**src/rtl/if_fetch_unit_pkg.sv**
```systemverilog
// Shared definitions for the instruction fetch unit: state encoding, NOP word, reset PC.
package if_fetch_unit_pkg;

  localparam int unsigned XLEN = 32;

  localparam logic [XLEN-1:0] NOP          = 32'h0000_0000;
  localparam logic [XLEN-1:0] RESET_PC_DEF = 32'h0040_0000;

  typedef enum logic {
    FETCH = 1'b0,
    HOLD  = 1'b1
  } fetch_state_e;

endpackage : if_fetch_unit_pkg

```
**src/rtl/if_fetch_unit_if.sv**
```systemverilog
// Fetch unit bus: pipeline control, instruction-memory handshake and decode-side outputs.
interface if_fetch_unit_if
  import if_fetch_unit_pkg::*;
#(
  parameter int unsigned N = XLEN
);
  logic         stall;
  logic         redirect_valid;
  logic [N-1:0] redirect_pc;
  logic         imem_req;
  logic [N-1:0] imem_addr;
  logic         imem_ready;
  logic [N-1:0] imem_rdata;
  logic [N-1:0] PC_4;
  logic [N-1:0] Instruction;
  logic         fetch_valid;

  // Fetch unit side
  modport master (
    input  stall, redirect_valid, redirect_pc, imem_ready, imem_rdata,
    output imem_req, imem_addr, PC_4, Instruction, fetch_valid
  );

  // Pipeline / memory side
  modport slave (
    output stall, redirect_valid, redirect_pc, imem_ready, imem_rdata,
    input  imem_req, imem_addr, PC_4, Instruction, fetch_valid
  );
endinterface : if_fetch_unit_if

```
**src/rtl/if_fetch_unit_pc_reg.sv**
```systemverilog
// Program counter register: async active-low reset to RESET_PC, negedge-clocked load.
module pc_reg
  import if_fetch_unit_pkg::*;
#(
  parameter int unsigned   N        = XLEN,
  parameter logic [N-1:0]  RESET_PC = N'(RESET_PC_DEF)
) (
  input  logic         clk,
  input  logic         reset,
  input  logic         ld_en_i,
  input  logic [N-1:0] ld_val_i,
  output logic [N-1:0] pc_o
);

  logic [N-1:0] pc_q;

  always_ff @(negedge clk or negedge reset) begin
    if (!reset) begin
      pc_q <= RESET_PC;
    end else if (ld_en_i) begin
      pc_q <= ld_val_i;
    end
  end

  assign pc_o = pc_q;

endmodule : pc_reg

```
**src/rtl/if_fetch_unit.sv**
```systemverilog
// Instruction fetch stage with a one-entry hold buffer for decode stalls.
// Optional macro IF_FETCH_FLUSH_EN: a redirect also squashes the presented instruction.
module if_fetch_unit
  import if_fetch_unit_pkg::*;
#(
  parameter int unsigned  N        = XLEN,
  parameter logic [N-1:0] RESET_PC = N'(RESET_PC_DEF)
) (
  input  logic              clk,
  input  logic              reset,
  if_fetch_unit_if.master   bus
);

  fetch_state_e state_q, state_d;

  logic [N-1:0] pc;
  logic [N-1:0] pc_plus4;
  logic         pc_ld_en;
  logic [N-1:0] pc_ld_val;

  logic [N-1:0] hold_instr_q, hold_instr_d;
  logic [N-1:0] hold_pc4_q,   hold_pc4_d;
  logic [N-1:0] instr_q,      instr_d;
  logic [N-1:0] pc4_q,        pc4_d;
  logic         valid_q,      valid_d;

  // Redirect targets are forced word-aligned; the dropped offset bits are intentionally ignored
  logic unused_redirect_lsb;
  assign unused_redirect_lsb = ^bus.redirect_pc[1:0];

  assign pc_plus4 = pc + N'(4);

  pc_reg #(
    .N        (N),
    .RESET_PC (RESET_PC)
  ) u_pc_reg (
    .clk      (clk),
    .reset    (reset),
    .ld_en_i  (pc_ld_en),
    .ld_val_i (pc_ld_val),
    .pc_o     (pc)
  );

  always_ff @(negedge clk or negedge reset) begin
    if (!reset) begin
      state_q      <= FETCH;
      hold_instr_q <= '0;
      hold_pc4_q   <= '0;
      instr_q      <= N'(NOP);
      pc4_q        <= '0;
      valid_q      <= 1'b0;
    end else begin
      state_q      <= state_d;
      hold_instr_q <= hold_instr_d;
      hold_pc4_q   <= hold_pc4_d;
      instr_q      <= instr_d;
      pc4_q        <= pc4_d;
      valid_q      <= valid_d;
    end
  end

  // Next-state: redirect wins over stall and memory completion
  always_comb begin
    state_d      = state_q;
    hold_instr_d = hold_instr_q;
    hold_pc4_d   = hold_pc4_q;
    instr_d      = instr_q;
    pc4_d        = pc4_q;
    valid_d      = valid_q;
    pc_ld_en     = 1'b0;
    pc_ld_val    = pc_plus4;

    if (bus.redirect_valid) begin
      pc_ld_en     = 1'b1;
      pc_ld_val    = {bus.redirect_pc[N-1:2], 2'b00};
      state_d      = FETCH;
      hold_instr_d = '0;
      hold_pc4_d   = '0;
`ifdef IF_FETCH_FLUSH_EN
      instr_d      = N'(NOP);
      valid_d      = 1'b0;
`endif
    end else begin
      unique case (state_q)
        FETCH: begin
          if (bus.imem_ready) begin
            pc_ld_en = 1'b1;
            if (bus.stall) begin
              hold_instr_d = bus.imem_rdata;
              hold_pc4_d   = pc_plus4;
              state_d      = HOLD;
            end else begin
              instr_d = bus.imem_rdata;
              pc4_d   = pc_plus4;
              valid_d = 1'b1;
            end
          end else if (!bus.stall) begin
            instr_d = N'(NOP);
            valid_d = 1'b0;
          end
        end
        HOLD: begin
          if (!bus.stall) begin
            instr_d = hold_instr_q;
            pc4_d   = hold_pc4_q;
            valid_d = 1'b1;
            state_d = FETCH;
          end
        end
        default: state_d = FETCH;
      endcase
    end
  end

  assign bus.imem_req    = (state_q == FETCH);
  assign bus.imem_addr   = pc;
  assign bus.Instruction = instr_q;
  assign bus.PC_4        = pc4_q;
  assign bus.fetch_valid = valid_q;

endmodule : if_fetch_unit

```
**src/flat_wrapper.sv**
```systemverilog
// flat-port wrapper written by rule: the top's interface ports become plain ports
module if_fetch_unit_flat import if_fetch_unit_pkg::*;
#(
  parameter int unsigned  N        = XLEN,
  parameter logic [N-1:0] RESET_PC = N'(RESET_PC_DEF)
)
  (clk, reset, bus_stall, bus_redirect_valid, bus_redirect_pc, bus_imem_ready, bus_imem_rdata, bus_imem_req, bus_imem_addr, bus_PC_4, bus_Instruction, bus_fetch_valid);
  if_fetch_unit_if #(.N(N)) bus_i ();
  input  logic clk;
  input  logic reset;
  input wire logic [$bits(bus_i.stall)-1:0] bus_stall;
  input wire logic [$bits(bus_i.redirect_valid)-1:0] bus_redirect_valid;
  input wire logic [$bits(bus_i.redirect_pc)-1:0] bus_redirect_pc;
  input wire logic [$bits(bus_i.imem_ready)-1:0] bus_imem_ready;
  input wire logic [$bits(bus_i.imem_rdata)-1:0] bus_imem_rdata;
  output wire logic [$bits(bus_i.imem_req)-1:0] bus_imem_req;
  output wire logic [$bits(bus_i.imem_addr)-1:0] bus_imem_addr;
  output wire logic [$bits(bus_i.PC_4)-1:0] bus_PC_4;
  output wire logic [$bits(bus_i.Instruction)-1:0] bus_Instruction;
  output wire logic [$bits(bus_i.fetch_valid)-1:0] bus_fetch_valid;
  assign bus_i.stall = bus_stall;
  assign bus_i.redirect_valid = bus_redirect_valid;
  assign bus_i.redirect_pc = bus_redirect_pc;
  assign bus_i.imem_ready = bus_imem_ready;
  assign bus_i.imem_rdata = bus_imem_rdata;
  assign bus_imem_req = bus_i.imem_req;
  assign bus_imem_addr = bus_i.imem_addr;
  assign bus_PC_4 = bus_i.PC_4;
  assign bus_Instruction = bus_i.Instruction;
  assign bus_fetch_valid = bus_i.fetch_valid;
  if_fetch_unit #(.N(N), .RESET_PC(RESET_PC)) u_core (.clk(clk), .reset(reset), .bus(bus_i));
endmodule
```
**config.mk**
```make
export PLATFORM = sky130hd
export DESIGN_NAME = if_fetch_unit_flat
export DESIGN_NICKNAME = d
export VERILOG_FILES = /design/src/rtl/if_fetch_unit_pkg.sv /design/src/rtl/if_fetch_unit_if.sv /design/src/rtl/if_fetch_unit_pc_reg.sv /design/src/rtl/if_fetch_unit.sv /design/src/flat_wrapper.sv
export SDC_FILE = /design/constraint.sdc
export NUM_CORES = 1
export LEC_CHECK = 0
export ABC_AREA = 1
export CAP_MARGIN = 40
export CELL_PAD_IN_SITES_DETAIL_PLACEMENT = 0
export CELL_PAD_IN_SITES_GLOBAL_PLACEMENT = 2
export CORE_UTILIZATION = 26
export DETAILED_ROUTE_END_ITERATION = 8
export PLACE_DENSITY = 0.74
export SYNTH_ARGS = -nofsm -noshare
export SYNTH_HDL_FRONTEND = slang
export SYNTH_SLANG_ARGS = --single-unit
```
**constraint.sdc**
```tcl
create_clock -name clk -period 1.6 [get_ports clk]
set_input_delay 0.24 -clock clk [delete_from_list [all_inputs] [get_ports clk]]
set_output_delay 0.24 -clock clk [all_outputs]
set_load 0.02 [all_outputs]
```
# Word level (Yosys, flattened, before mapping)
# Index checks and enable logic that the tools add are counted.
# classes
n_mux	29
n_bitwise	2
addsub	1
n_eq_ne	5
reduce_logical	6
# ops
op	count
$mux 32	16
$pmux 32 s2	2
$add 32x3->32 const B	1
$mux 1	9
$ne 2x2->1 const B	4
$reduce_and 3->1	2
$pmux 1 s2	2
$reduce_and 4->1	1
$reduce_bool 2->1	2
$ne 3x3->1 const B	1
$not 1->1	2
$reduce_and 2->1	1
# totals
output_inout_bits	98
wordCells	50
inputBits	69
ff_bits	162

# Depth between registers and ports, before layout
# Gate-level depths: netlist (run 1).
# depth
ltp_word	5
ltp_mapped	11
depth_no_buf	10

# Hierarchy
# A second synthesis (run 1) with hierarchy kept.
# unflattened
hier_cells	1052
hier_area_um2	8018.9
# modules_own_cells
module	area_each_um2	cells_per_inst	instances
if_fetch_unit	6721.4	915	1
pc_reg	1297.5	137	1

==> run_summary.xml, run 1 <==
<?xml version="1.0" encoding="UTF-8"?>
<metrics>
  <group name="cells_and_area">
    <metric name="finalNetCount" unit="">1371</metric>
    <metric name="layout-area-overhead-vs-synth" unit="%">71.1</metric>
    <metric name="seq_area" unit="µm²">3960</metric>
    <metric name="drive_above_1_share" unit="">0.380</metric>
    <metric name="multiInputGateArea" unit="µm²">3880</metric>
    <metric name="finish.instance_area" unit="µm²">13100</metric>
    <metric name="fillers" unit="">2853</metric>
    <metric name="diodes" unit="">0</metric>
  </group>
  <group name="power_and_ir_drop">
    <metric name="share_of_total_power_consumed_by_net_switching" unit="">0.334</metric>
    <metric name="power.net_switching" unit="W">0.00440</metric>
    <metric name="irDropWorstVdd" unit="mV">0.610</metric>
    <metric name="seqPwrFrac" unit="">0.373</metric>
    <metric name="p_clk_frac" unit="">0.322</metric>
    <metric name="cellLeakagePower" unit="nW">6.17</metric>
    <metric name="cellPowerDensity" unit="nW/µm²">1000</metric>
    <metric name="cellInternalPower" unit="W">0.00877</metric>
    <metric name="comb_power_share" unit="">0.305</metric>
  </group>
  <group name="global_route">
    <metric name="globalRoute.totalOverflow" unit="">0</metric>
    <metric name="grt_first_pass_wirelength" unit="µm">44200</metric>
    <metric name="number_of_antenna_violations_at_the_first_check_in_global_routing" unit="">0</metric>
    <metric name="track_usage" unit="">0.190</metric>
    <metric name="number_of_global_route_vias_before_repair" unit="">7677</metric>
    <metric name="grt_max_degree" unit="">61</metric>
  </group>
  <group name="synth">
    <metric name="count_leader_synth" unit="">sky130_fd_sc_hd__nand2_1</metric>
    <metric name="synth.top_cells.by_area" unit="">sky130_fd_sc_hd__dfrtn_1 51%, sky130_fd_sc_hd__nand2_1 17%, sky130_fd_sc_hd__nor2_1 4.7%, sky130_fd_sc_hd__nand3_1 3.8%, sky130_fd_sc_hd__inv_1 3.1%</metric>
    <metric name="synth_enable_flop_cells" unit="">0</metric>
    <metric name="synth_sequential_area_ratio" unit="">0.515</metric>
    <metric name="yosys.area.top_type_share" unit="">0.512</metric>
    <metric name="synth.ff_latch_count" unit="">158</metric>
    <metric name="biggest_area_consumer_among_synthesized_cells" unit="">sky130_fd_sc_hd__dfrtn_1</metric>
    <metric name="synth_top_flop_cell" unit="">sky130_fd_sc_hd__dfrtn_1</metric>
    <metric name="syn_area" unit="µm²">7670</metric>
    <metric name="netlist-cell-type-count" unit="">39</metric>
    <metric name="synth_commonest_cells" unit="">347 x sky130_fd_sc_hd__nand2_1, 157 x sky130_fd_sc_hd__dfrtn_1, 96 x sky130_fd_sc_hd__nor2_1</metric>
    <metric name="synthesis.instances" unit="">969</metric>
    <metric name="yosysWarnings" unit="">0</metric>
    <metric name="async_flop_share" unit="">1.00</metric>
    <metric name="postSynthAreaPerCell" unit="µm²">7.92</metric>
  </group>
  <group name="routing">
    <metric name="drtAntennaViolNets" unit="">0</metric>
    <metric name="detailroute.via_count" unit="">7766</metric>
    <metric name="via_per_inst" unit="">4.57</metric>
    <metric name="post_drt_wl_per_cell" unit="µm">18.0</metric>
    <metric name="wl" unit="µm">30600</metric>
    <metric name="drt_pre_antenna_iters" unit="">5</metric>
    <metric name="drt-initial-drc-count" unit="">463</metric>
    <metric name="post-route-drc-count" unit="">0</metric>
  </group>
  <group name="floorplan">
    <metric name="initial_core_util" unit="">0.266</metric>
    <metric name="dieWidth" unit="µm">174</metric>
    <metric name="core-area" unit="µm²">28900</metric>
    <metric name="row_count" unit="">62</metric>
    <metric name="io_pins" unit="">167</metric>
    <metric name="die_boundary_height" unit="µm">174</metric>
    <metric name="die_area" unit="µm²">30200</metric>
  </group>
  <group name="timing">
    <metric name="timing_hold_violations_final" unit="">0</metric>
    <metric name="clock_skew" unit="ns">0.0567</metric>
    <metric name="tns" unit="ns">-63.93</metric>
    <metric name="rsz_0062_raised_after_global_routing" unit="">yes</metric>
    <metric name="final_max_slew_viol_count" unit="">0</metric>
    <metric name="setup_viols_final" unit="">251</metric>
    <metric name="worst_case_setup_margin_in_the_final_layout" unit="ns">-0.540</metric>
  </group>
  <group name="placed_design">
    <metric name="placed_cell_area" unit="µm²">10500</metric>
    <metric name="place_hpwl" unit="µm">18800</metric>
    <metric name="gp_congestion" unit="">0.824</metric>
    <metric name="port_buffers" unit="">162</metric>
  </group>
  <group name="clocking">
    <metric name="clk_latency" unit="ns">0.45</metric>
    <metric name="clkTransAtPathRegs" unit="ns">0.05</metric>
    <metric name="cts_hold_buffers" unit="">0</metric>
    <metric name="tritoncts" unit="">done</metric>
    <metric name="cts.path.max_buffers" unit="">2</metric>
    <metric name="clock_sink_count" unit="">158</metric>
    <metric name="cts_made_buffers" unit="">17</metric>
    <metric name="cts_max_level" unit="">4</metric>
    <metric name="ctsRootBufferMaster" unit="">sky130_fd_sc_hd__clkbuf_16</metric>
  </group>
  <group name="critical_path">
    <metric name="regToRegStartpoint" unit="">u_core.u_pc_reg.pc_o[3]</metric>
    <metric name="critPathRequiredTime" unit="ns">1.36</metric>
    <metric name="critPathMaxFanout" unit="">2</metric>
    <metric name="critPathArrivalTime" unit="ns">1.90</metric>
    <metric name="timing.critical_path.to_type" unit="">output port</metric>
    <metric name="worstReg2RegEnd" unit="">u_core.bus.PC_4[18]</metric>
    <metric name="setup.worst_path.class" unit="">flop to output port</metric>
    <metric name="critPathLaunchType" unit="">flop</metric>
    <metric name="worst-r2r-setup-slack" unit="ns">-0.33</metric>
    <metric name="number_of_cell_instances_on_the_worst_register_to_register_path" unit="">11</metric>
  </group>
  <group name="outcome">
    <metric name="status" unit="">finished, violations left</metric>
    <metric name="violations" unit="">negative setup slack</metric>
  </group>
  <group name="hold_path">
    <metric name="min_path_type" unit="">primary input to asynchronous set/reset pin</metric>
  </group>
  <group name="flow_run">
    <metric name="max_cap_viol_count" unit="">0</metric>
  </group>
</metrics>
state kept, by name (all words and copies together) (netlist names):
name / flops
u_core.bus.Instruction: 32
u_core.hold_instr_q: 32
u_core.bus.PC_4: 31
u_core.hold_pc4_q: 31
u_core.u_pc_reg.pc_o: 30
u_core.bus.fetch_valid: 1
u_core.state_q: 1
metal layers:
layer,part of all wire,up-vias,track usage
li1,-,3776,-
met5,0,-,0
met1,0.45,3713,0.257
met2,0.47,245,0.307
met3,0.059,32,0.0454
met4,0.017,0,0.0398
how the worst max path moves through the flow:
stage,start,slack (ns),end
finish,u_core.state_q,-0.54,bus_imem_req
global route,u_core.state_q,-0.58,bus_imem_req
global placement,bus_redirect_valid,-1.07,u_core.bus.Instruction[28]
CTS,u_core.u_pc_reg.pc_o[22],-0.55,bus_imem_addr[22]
floorplan,bus_redirect_valid,-0.36,u_core.bus.PC_4[10]
detailed placement,bus_redirect_valid,-1.06,u_core.bus.PC_4[15]
through the flow:
| stage | util | worst slack, ns | hold slack [ns] | power [W] | instances |
|---|---|---|---|---|---|
| floorplan | - | -0.357 | 0.403 | 0.00635 | 970 |
| global placement | 0.365 | -1.07 | 0.422 | 0.00812 | 1582 |
| CTS | 0.406 | -0.548 | 0.413 | 0.0128 | 1647 |
| detailed placement | 0.365 | -1.06 | 0.425 | 0.00812 | 1582 |
| global route | 0.455 | -0.584 | 0.415 | 0.0138 | 1698 |
| finish | 0.455 | -0.540 | 0.416 | 0.0132 | 1698 |
worst max-delay path, stage by stage, from the launching register on:
cell                      delay (ns)
sky130_fd_sc_hd__dfrtn_1        0.52
sky130_fd_sc_hd__inv_8          0.05
sky130_fd_sc_hd__buf_6          0.13
timing repair:
item                                    CTS  global route
gates resized for setup                 603           245
gates cloned                              6            13
setup buffers                            27            51
endpoints found under the setup margin  254           254
pin swaps                                 4            56
layout by cell type (no fill, tap or decap), types with 2 or more instances in the layout:
cell type / instances
sky130_fd_sc_hd__inv_2: 4
sky130_fd_sc_hd__conb_1: 2
sky130_fd_sc_hd__buf_8: 3
sky130_fd_sc_hd__nand3_2: 23
sky130_fd_sc_hd__nand2_8: 4
sky130_fd_sc_hd__a21oi_2: 9
sky130_fd_sc_hd__or2_1: 2
sky130_fd_sc_hd__inv_6: 5
sky130_fd_sc_hd__nor2_2: 15
sky130_fd_sc_hd__xor2_1: 2
sky130_fd_sc_hd__nand3_4: 2
sky130_fd_sc_hd__inv_1: 60
sky130_fd_sc_hd__buf_4: 123
sky130_fd_sc_hd__buf_16: 6
sky130_fd_sc_hd__dfrtn_1: 157
sky130_fd_sc_hd__inv_8: 8
sky130_fd_sc_hd__a31oi_1: 34
sky130_fd_sc_hd__nand3_1: 34
sky130_fd_sc_hd__o21ai_0: 29
sky130_fd_sc_hd__nand2_1: 287
sky130_fd_sc_hd__clkbuf_16: 28
sky130_fd_sc_hd__nand2_4: 19
sky130_fd_sc_hd__and2_1: 2
sky130_fd_sc_hd__nand2_2: 46
sky130_fd_sc_hd__o21ai_4: 3
sky130_fd_sc_hd__nor2_1: 71
sky130_fd_sc_hd__nor2_4: 22
sky130_fd_sc_hd__clkinv_4: 3
sky130_fd_sc_hd__o21bai_1: 7
sky130_fd_sc_hd__a21oi_1: 23
sky130_fd_sc_hd__o211ai_1: 5
sky130_fd_sc_hd__o21ai_1: 22
sky130_fd_sc_hd__o22ai_1: 12
sky130_fd_sc_hd__o21ai_2: 8
sky130_fd_sc_hd__clkdlybuf4s50_1: 62
sky130_fd_sc_hd__buf_12: 18
sky130_fd_sc_hd__buf_6: 136
final cells by class:
| type | instances | area share |
|---|---|---|
| sequential | 158 | 0.301 |
| timing repair buffer | 360 | 0.299 |
| multi-input combinational | 694 | 0.295 |
| tap | 384 | 0.0366 |
| clock buffer | 17 | 0.0324 |
| inverter | 69 | 0.0224 |
| clock inverter | 16 | 0.0131 |
kinds of logic after synthesis:
| kind of cell | synth area share |
|---|---|
| AOI/OAI and AO/OA | 0.117 |
| xor gates and xnor gates | 0.00685 |
| and+or+nand+nor | 0.288 |
| buffers and inverters | 0.0708 |
| DFF | 0.515 |
| adders and majority gates | 0.00163 |
| other | 0.000489 |
power by group through the flow:
stage	logic [W]	registers (W)	clock network [W]
after floorplan	0.00100	0.00533	0.00000782
after global placement	0.00320	0.00490	0.00000782
after detailed placement	0.00322	0.00490	0.00000782
after CTS	0.00351	0.00491	0.00434
after global routing	0.00431	0.00496	0.00451
final	0.00401	0.00491	0.00425
Power figures use the tool's default switching activity.
==> run 2: changes to the inputs <==
- CORE_UTILIZATION: 26 -> 33
- DONT_BUFFER_PORTS: default -> 1
- PLACE_DENSITY: 0.74 -> 0.75
==> run_summary.xml, run 2 (same netlist as run 1, synthesis figures left out) <==
<?xml version="1.0" encoding="UTF-8"?>
<metrics>
  <group name="floorplan">
    <metric name="row_count" unit="">55</metric>
    <metric name="io_pins" unit="">167</metric>
    <metric name="dieWidth" unit="µm">154</metric>
    <metric name="core-area" unit="µm²">22700</metric>
    <metric name="die_area" unit="µm²">23900</metric>
    <metric name="die_boundary_height" unit="µm">154</metric>
    <metric name="initial_core_util" unit="">0.338</metric>
  </group>
  <group name="critical_path">
    <metric name="worst_path_largest_cell_delay" unit="ns">0.55</metric>
    <metric name="crit_chain" unit="">buf_12</metric>
    <metric name="critPathArrivalTime" unit="ns">1.91</metric>
    <metric name="critPathMaxFanout" unit="">2</metric>
    <metric name="bufs_and_invs_on_worst_path" unit="">1</metric>
    <metric name="worst_path_max_delay_cell" unit="">sky130_fd_sc_hd__dfrtn_1</metric>
    <metric name="timing.critical_path.to_type" unit="">output port</metric>
    <metric name="setup.worst_path.class" unit="">flop to output port</metric>
    <metric name="critical_path.top_delay_family" unit="">flip-flops</metric>
    <metric name="critPathLaunchType" unit="">flop</metric>
    <metric name="critPathRequiredTime" unit="ns">1.36</metric>
    <metric name="worst-r2r-setup-slack" unit="ns">-0.16</metric>
  </group>
  <group name="outcome">
    <metric name="violations" unit="">negative setup slack</metric>
    <metric name="status" unit="">finished, violations left</metric>
  </group>
  <group name="routing">
    <metric name="wl" unit="µm">24900</metric>
    <metric name="drt_pre_antenna_iters" unit="">6</metric>
    <metric name="via_per_inst" unit="">4.91</metric>
    <metric name="drt-initial-drc-count" unit="">352</metric>
    <metric name="detailroute.via_count" unit="">6860</metric>
    <metric name="post_drt_wl_per_cell" unit="µm">17.8</metric>
    <metric name="post-route-drc-count" unit="">0</metric>
    <metric name="drtAntennaViolNets" unit="">0</metric>
  </group>
  <group name="clocking">
    <metric name="clkTransAtPathRegs" unit="ns">0.05</metric>
    <metric name="ctsRootBufferMaster" unit="">sky130_fd_sc_hd__clkbuf_16</metric>
    <metric name="cts_made_buffers" unit="">17</metric>
    <metric name="cts.path.max_buffers" unit="">2</metric>
    <metric name="clk_latency" unit="ns">0.45</metric>
    <metric name="clock_sink_count" unit="">158</metric>
    <metric name="cts_max_level" unit="">4</metric>
    <metric name="tritoncts" unit="">done</metric>
  </group>
  <group name="power_and_ir_drop">
    <metric name="cellLeakagePower" unit="nW">5.10</metric>
    <metric name="cellPowerDensity" unit="nW/µm²">1080</metric>
    <metric name="irDropWorstVdd" unit="mV">0.617</metric>
    <metric name="total_power_draw" unit="W">0.0118</metric>
  </group>
  <group name="hold_path">
    <metric name="min_path_type" unit="">primary input to asynchronous set/reset pin</metric>
  </group>
  <group name="placed_design">
    <metric name="gp_congestion" unit="">0.828</metric>
    <metric name="placed_cell_area" unit="µm²">9050</metric>
    <metric name="place_hpwl" unit="µm">16800</metric>
    <metric name="dpl_worst_slack" unit="ns">-0.395</metric>
    <metric name="port_buffers" unit="">0</metric>
  </group>
  <group name="timing">
    <metric name="setup_viols_final" unit="">155</metric>
    <metric name="worst_case_setup_margin_in_the_final_layout" unit="ns">-0.546</metric>
    <metric name="final_max_slew_viol_count" unit="">0</metric>
    <metric name="timing_hold_violations_final" unit="">0</metric>
    <metric name="clock_skew" unit="ns">0.0519</metric>
    <metric name="worst_slack_on_hold_paths" unit="ns">0.217</metric>
    <metric name="rsz_0062_raised_after_global_routing" unit="">yes</metric>
  </group>
  <group name="global_route">
    <metric name="grt_max_degree" unit="">159</metric>
    <metric name="globalRoute.totalOverflow" unit="">0</metric>
    <metric name="number_of_antenna_violations_at_the_first_check_in_global_routing" unit="">0</metric>
    <metric name="grt_first_pass_wirelength" unit="µm">38900</metric>
    <metric name="track_usage" unit="">0.214</metric>
    <metric name="number_of_global_route_vias_before_repair" unit="">6903</metric>
  </group>
  <group name="cells_and_area">
    <metric name="drive_above_1_share" unit="">0.334</metric>
    <metric name="final_common_cell" unit="">sky130_fd_sc_hd__nand2_1</metric>
    <metric name="layout-area-overhead-vs-synth" unit="%">41.9</metric>
    <metric name="commonest_non_fill_non_tap_cells_in_the_layout" unit="">270 x sky130_fd_sc_hd__nand2_1, 157 x sky130_fd_sc_hd__dfrtn_1, 90 x sky130_fd_sc_hd__buf_4</metric>
    <metric name="finalNetCount" unit="">1169</metric>
    <metric name="diodes" unit="">0</metric>
    <metric name="fillers" unit="">2219</metric>
    <metric name="finish.instance_area" unit="µm²">10900</metric>
  </group>
  <group name="flow_run">
    <metric name="max_cap_viol_count" unit="">0</metric>
  </group>
</metrics>
==> run 2: changes by cell type in the layout (fill, tap and decap cells not counted), moves of 14 or more <==
cell                              change
sky130_fd_sc_hd__buf_6              -105
sky130_fd_sc_hd__clkdlybuf4s50_1     -62
sky130_fd_sc_hd__buf_4               -33
sky130_fd_sc_hd__buf_12              +19
sky130_fd_sc_hd__nand2_1             -17
sky130_fd_sc_hd__nand2_2             +14
==> run 2: path summary, 6_finish.rpt <==
| check | start | cells after the start | endpoint |
|---|---|---|---|
| min in group clk | u_core.hold_pc4_q[29] | 2 | u_core.hold_pc4_q[29] |
| min | reset | 0 | u_core.bus.PC_4[17] |
| max | u_core.u_pc_reg.pc_o[12] | 1 | bus_imem_addr[12] |
| min reg2reg | u_core.hold_pc4_q[29] | 2 | u_core.hold_pc4_q[29] |
| max reg2reg | u_core.u_pc_reg.pc_o[12] | 11 | u_core.bus.PC_4[22] |
| max in group asynchronous | reset | 0 | u_core.bus.PC_4[29] |
==> run 2: area by class of cell <==
class / instances / area, µm² / area share
Clock inverter: 15 / 163 / 0.0149
Tap cell: 285 / 357 / 0.0328
Clock buffer: 18 / 429 / 0.0394
Timing Repair Buffer: 158 / 1770 / 0.162
Sequential cell: 158 / 3960 / 0.363
Inverter: 69 / 282 / 0.0259
Multi-Input combinational cell: 694 / 3940 / 0.361
==> run 2: power by group <==
group / switching [W] / internal, W / total [W] / leakage, nW
Sequential: 0.000776 / 0.00452 / 0.00530 / 1.97
Clock: 0.00182 / 0.00234 / 0.00416 / 0.286
Combinational: 0.00124 / 0.00108 / 0.00233 / 2.84
Total: 0.00384 / 0.00794 / 0.0118 / 5.10
==> run 2: what timing repair did <==
action	in CTS	in global routing
pin swaps	22	66
setup endpoints to repair	159	193
hold endpoints to repair	0	0
setup buffers	31	24
hold buffers	0	0
gates cloned	0	0
gates resized for setup	110	131
==> run 2: stage by stage <==
stage               cells  setup TNS, ns  utilization
floorplan             970         -43.22            -
global placement     1318         -44.04        0.399
detailed placement   1318         -46.60        0.399
CTS                  1381         -58.64        0.452
global route         1397         -50.66        0.479
finish               1397         -43.00        0.479
==> run 2: routing by layer <==
metal / share of wire / track usage / vias to the layer above
met4: 0.015 / 0.0566 / 0
li1: - / - / 3371
met3: 0.060 / 0.0625 / 24
met5: 0 / 0 / -
met2: 0.48 / 0.359 / 152
met1: 0.44 / 0.267 / 3313
==> run 2: worst register-to-register path, stage by stage, from the launching register on <==
cell and delay, ns:
sky130_fd_sc_hd__dfrtn_1 0.55, sky130_fd_sc_hd__buf_6 0.17, sky130_fd_sc_hd__buf_12 0.11, sky130_fd_sc_hd__nand2_8 0.05, sky130_fd_sc_hd__nor2_4 0.10, sky130_fd_sc_hd__nand2_2 0.09
sky130_fd_sc_hd__nor2_4 0.19, sky130_fd_sc_hd__nand2_2 0.08, sky130_fd_sc_hd__nand2_2 0.10, sky130_fd_sc_hd__nand3_2 0.07, sky130_fd_sc_hd__nand2_2 0.07, sky130_fd_sc_hd__nand2_1 0.04
==> run 3: changes to the inputs <==
- SETUP_SLACK_MARGIN: default -> 0.3
==> run_summary.xml, run 3 (same netlist as run 1, synthesis figures left out) <==
<?xml version="1.0" encoding="UTF-8"?>
<metrics>
  <group name="outcome">
    <metric name="status" unit="">finished, violations left</metric>
    <metric name="violations" unit="">negative setup slack</metric>
  </group>
  <group name="placed_design">
    <metric name="gp_congestion" unit="">0.828</metric>
    <metric name="dpl_worst_slack" unit="ns">-0.395</metric>
    <metric name="port_buffers" unit="">0</metric>
    <metric name="placed_cell_area" unit="µm²">9050</metric>
    <metric name="place_hpwl" unit="µm">16800</metric>
  </group>
  <group name="critical_path">
    <metric name="bufs_and_invs_on_worst_path" unit="">1</metric>
    <metric name="critical_path.top_delay_family" unit="">flip-flops</metric>
    <metric name="cp-startpoint" unit="">u_core.u_pc_reg.pc_o[22]</metric>
    <metric name="timing.critical_path.to_type" unit="">output port</metric>
    <metric name="worst_path_max_delay_cell" unit="">sky130_fd_sc_hd__dfstp_2</metric>
    <metric name="critPathLaunchType" unit="">flop</metric>
    <metric name="worst_path_largest_cell_delay" unit="ns">0.54</metric>
    <metric name="critPathArrivalTime" unit="ns">1.91</metric>
    <metric name="crit_chain" unit="">buf_12</metric>
    <metric name="setup.worst_path.class" unit="">flop to output port</metric>
    <metric name="critPathRequiredTime" unit="ns">1.36</metric>
    <metric name="regToRegStartpoint" unit="">u_core.u_pc_reg.pc_o[12]</metric>
    <metric name="critPathMaxFanout" unit="">2</metric>
  </group>
  <group name="clocking">
    <metric name="ctsRootBufferMaster" unit="">sky130_fd_sc_hd__clkbuf_16</metric>
    <metric name="cts_hold_buffers" unit="">0</metric>
    <metric name="cts_made_buffers" unit="">17</metric>
    <metric name="tritoncts" unit="">done</metric>
    <metric name="cts_max_level" unit="">4</metric>
    <metric name="clkTransAtPathRegs" unit="ns">0.05</metric>
    <metric name="cts.path.max_buffers" unit="">2</metric>
    <metric name="clock_sink_count" unit="">158</metric>
    <metric name="clk_latency" unit="ns">0.45</metric>
  </group>
  <group name="cells_and_area">
    <metric name="finish.instance_area" unit="µm²">12400</metric>
    <metric name="layout.core_utilization" unit="">0.547</metric>
    <metric name="layout-area-overhead-vs-synth" unit="%">61.7</metric>
    <metric name="commonest_non_fill_non_tap_cells_in_the_layout" unit="">220 x sky130_fd_sc_hd__nand2_1, 157 x sky130_fd_sc_hd__dfrtn_1, 86 x sky130_fd_sc_hd__nand2_2</metric>
    <metric name="drive_above_1_share" unit="">0.447</metric>
    <metric name="final_common_cell" unit="">sky130_fd_sc_hd__nand2_1</metric>
    <metric name="fillers" unit="">2075</metric>
    <metric name="finalNetCount" unit="">1217</metric>
    <metric name="diodes" unit="">0</metric>
  </group>
  <group name="hold_path">
    <metric name="min_path_type" unit="">primary input to asynchronous set/reset pin</metric>
  </group>
  <group name="global_route">
    <metric name="number_of_antenna_violations_at_the_first_check_in_global_routing" unit="">0</metric>
    <metric name="track_usage" unit="">0.233</metric>
    <metric name="grt_max_degree" unit="">159</metric>
    <metric name="grt_first_pass_wirelength" unit="µm">42000</metric>
    <metric name="globalRoute.totalOverflow" unit="">0</metric>
    <metric name="number_of_global_route_vias_before_repair" unit="">7326</metric>
  </group>
  <group name="power_and_ir_drop">
    <metric name="share_of_total_power_consumed_by_net_switching" unit="">0.331</metric>
    <metric name="cellPowerDensity" unit="nW/µm²">1000</metric>
    <metric name="cellInternalPower" unit="W">0.00832</metric>
    <metric name="irDropWorstVdd" unit="mV">0.629</metric>
    <metric name="power.net_switching" unit="W">0.00412</metric>
    <metric name="comb_power_share" unit="">0.235</metric>
    <metric name="seqPwrFrac" unit="">0.429</metric>
    <metric name="cellLeakagePower" unit="nW">5.88</metric>
    <metric name="p_clk_frac" unit="">0.336</metric>
  </group>
  <group name="routing">
    <metric name="detailroute.via_count" unit="">7323</metric>
    <metric name="drtAntennaViolNets" unit="">0</metric>
    <metric name="drt-initial-drc-count" unit="">301</metric>
    <metric name="post_drt_wl_per_cell" unit="µm">19.4</metric>
    <metric name="wl" unit="µm">28100</metric>
    <metric name="post-route-drc-count" unit="">0</metric>
    <metric name="drt_pre_antenna_iters" unit="">4</metric>
    <metric name="via_per_inst" unit="">5.07</metric>
  </group>
  <group name="floorplan">
    <metric name="core-area" unit="µm²">22700</metric>
    <metric name="die_area" unit="µm²">23900</metric>
    <metric name="initial_core_util" unit="">0.338</metric>
    <metric name="die_boundary_height" unit="µm">154</metric>
    <metric name="io_pins" unit="">167</metric>
    <metric name="dieWidth" unit="µm">154</metric>
    <metric name="row_count" unit="">55</metric>
  </group>
  <group name="timing">
    <metric name="clock_skew" unit="ns">0.0524</metric>
    <metric name="worst_case_setup_margin_in_the_final_layout" unit="ns">-0.545</metric>
    <metric name="timing_hold_violations_final" unit="">0</metric>
    <metric name="rsz_0062_raised_after_global_routing" unit="">yes</metric>
    <metric name="final_max_slew_viol_count" unit="">0</metric>
    <metric name="worst_slack_on_hold_paths" unit="ns">0.216</metric>
    <metric name="setup_viols_final" unit="">223</metric>
  </group>
  <group name="flow_run">
    <metric name="max_cap_viol_count" unit="">0</metric>
  </group>
</metrics>
-- run 3: changes by cell type in the layout (fill, tap and decap cells not counted), moves of 8 or more --
cell	previous run	this run
sky130_fd_sc_hd__a31oi_1	34	25
sky130_fd_sc_hd__a31oi_4	0	8
sky130_fd_sc_hd__buf_16	0	13
sky130_fd_sc_hd__buf_6	31	59
sky130_fd_sc_hd__nand2_1	270	220
sky130_fd_sc_hd__nand2_2	60	86
sky130_fd_sc_hd__nand2_4	22	46
sky130_fd_sc_hd__nand3_1	29	18
sky130_fd_sc_hd__nand3_2	28	39
sky130_fd_sc_hd__o21ai_0	33	3
sky130_fd_sc_hd__o21ai_1	18	30
sky130_fd_sc_hd__o21ai_2	7	24
-- run 3: cell type report --
cell class | instances | area, µm² | share of cell area
inverter | 69 | 314 | 0.0253
timing repair buffer | 206 | 2690 | 0.216
multi-input combinational | 694 | 4510 | 0.363
sequential | 158 | 3960 | 0.319
tap | 285 | 357 | 0.0287
clock inverter | 15 | 163 | 0.0131
clock buffer | 18 | 429 | 0.0346
-- run 3: routing by layer --
| metal | part of all wire | global-route usage | vias up |
|---|---|---|---|
| met4 | 0.023 | 0.0736 | 0 |
| met3 | 0.063 | 0.0636 | 42 |
| li1 | - | - | 3486 |
| met1 | 0.42 | 0.289 | 3593 |
| met2 | 0.50 | 0.391 | 202 |
| met5 | 0 | 0 | - |
-- run 3: power groups by stage --
stage,clock network [W],registers (W),logic [W]
3_5_place_dp,0.00000782,0.00542,0.00182
5_1_grt,0.00443,0.00539,0.00315
3_3_place_gp,0.00000782,0.00542,0.00179
4_1_cts,0.00425,0.00533,0.00255
6_report,0.00418,0.00533,0.00293
2_1_floorplan,0.00000782,0.00533,0.00100
-- run 3: what timing repair did --
item                       CTS  global route
cloned                      15             2
pin swaps                   43            85
gates resized for setup    245           215
setup endpoints to repair  253           253
buffers inserted            52            26
-- run 3: metrics by stage --
| stage | total power [W] | setup TNS, ns | cells |
|---|---|---|---|
| finish | 0.0124 | -63.37 | 1445 |
| global placement | 0.00722 | -44.04 | 1318 |
| detailed placement | 0.00725 | -46.60 | 1318 |
| CTS | 0.0121 | -59.54 | 1417 |
| global route | 0.0130 | -74.22 | 1445 |
| floorplan | 0.00635 | -43.22 | 970 |
-- run 3: final timing paths --
check / end / slack (ns) / depth (start not counted)
worst min-delay path: u_core.u_pc_reg.pc_o[14] / 0.22 / 0
worst max-delay path: bus_imem_addr[22] / -0.55 / 1
min in group clk: u_core.hold_pc4_q[29] / 0.43 / 2
worst min register to register: u_core.hold_pc4_q[29] / 0.43 / 2
max in group asynchronous: u_core.hold_pc4_q[22] / 1.06 / 0
worst max register to register: u_core.bus.PC_4[30] / -0.50 / 16
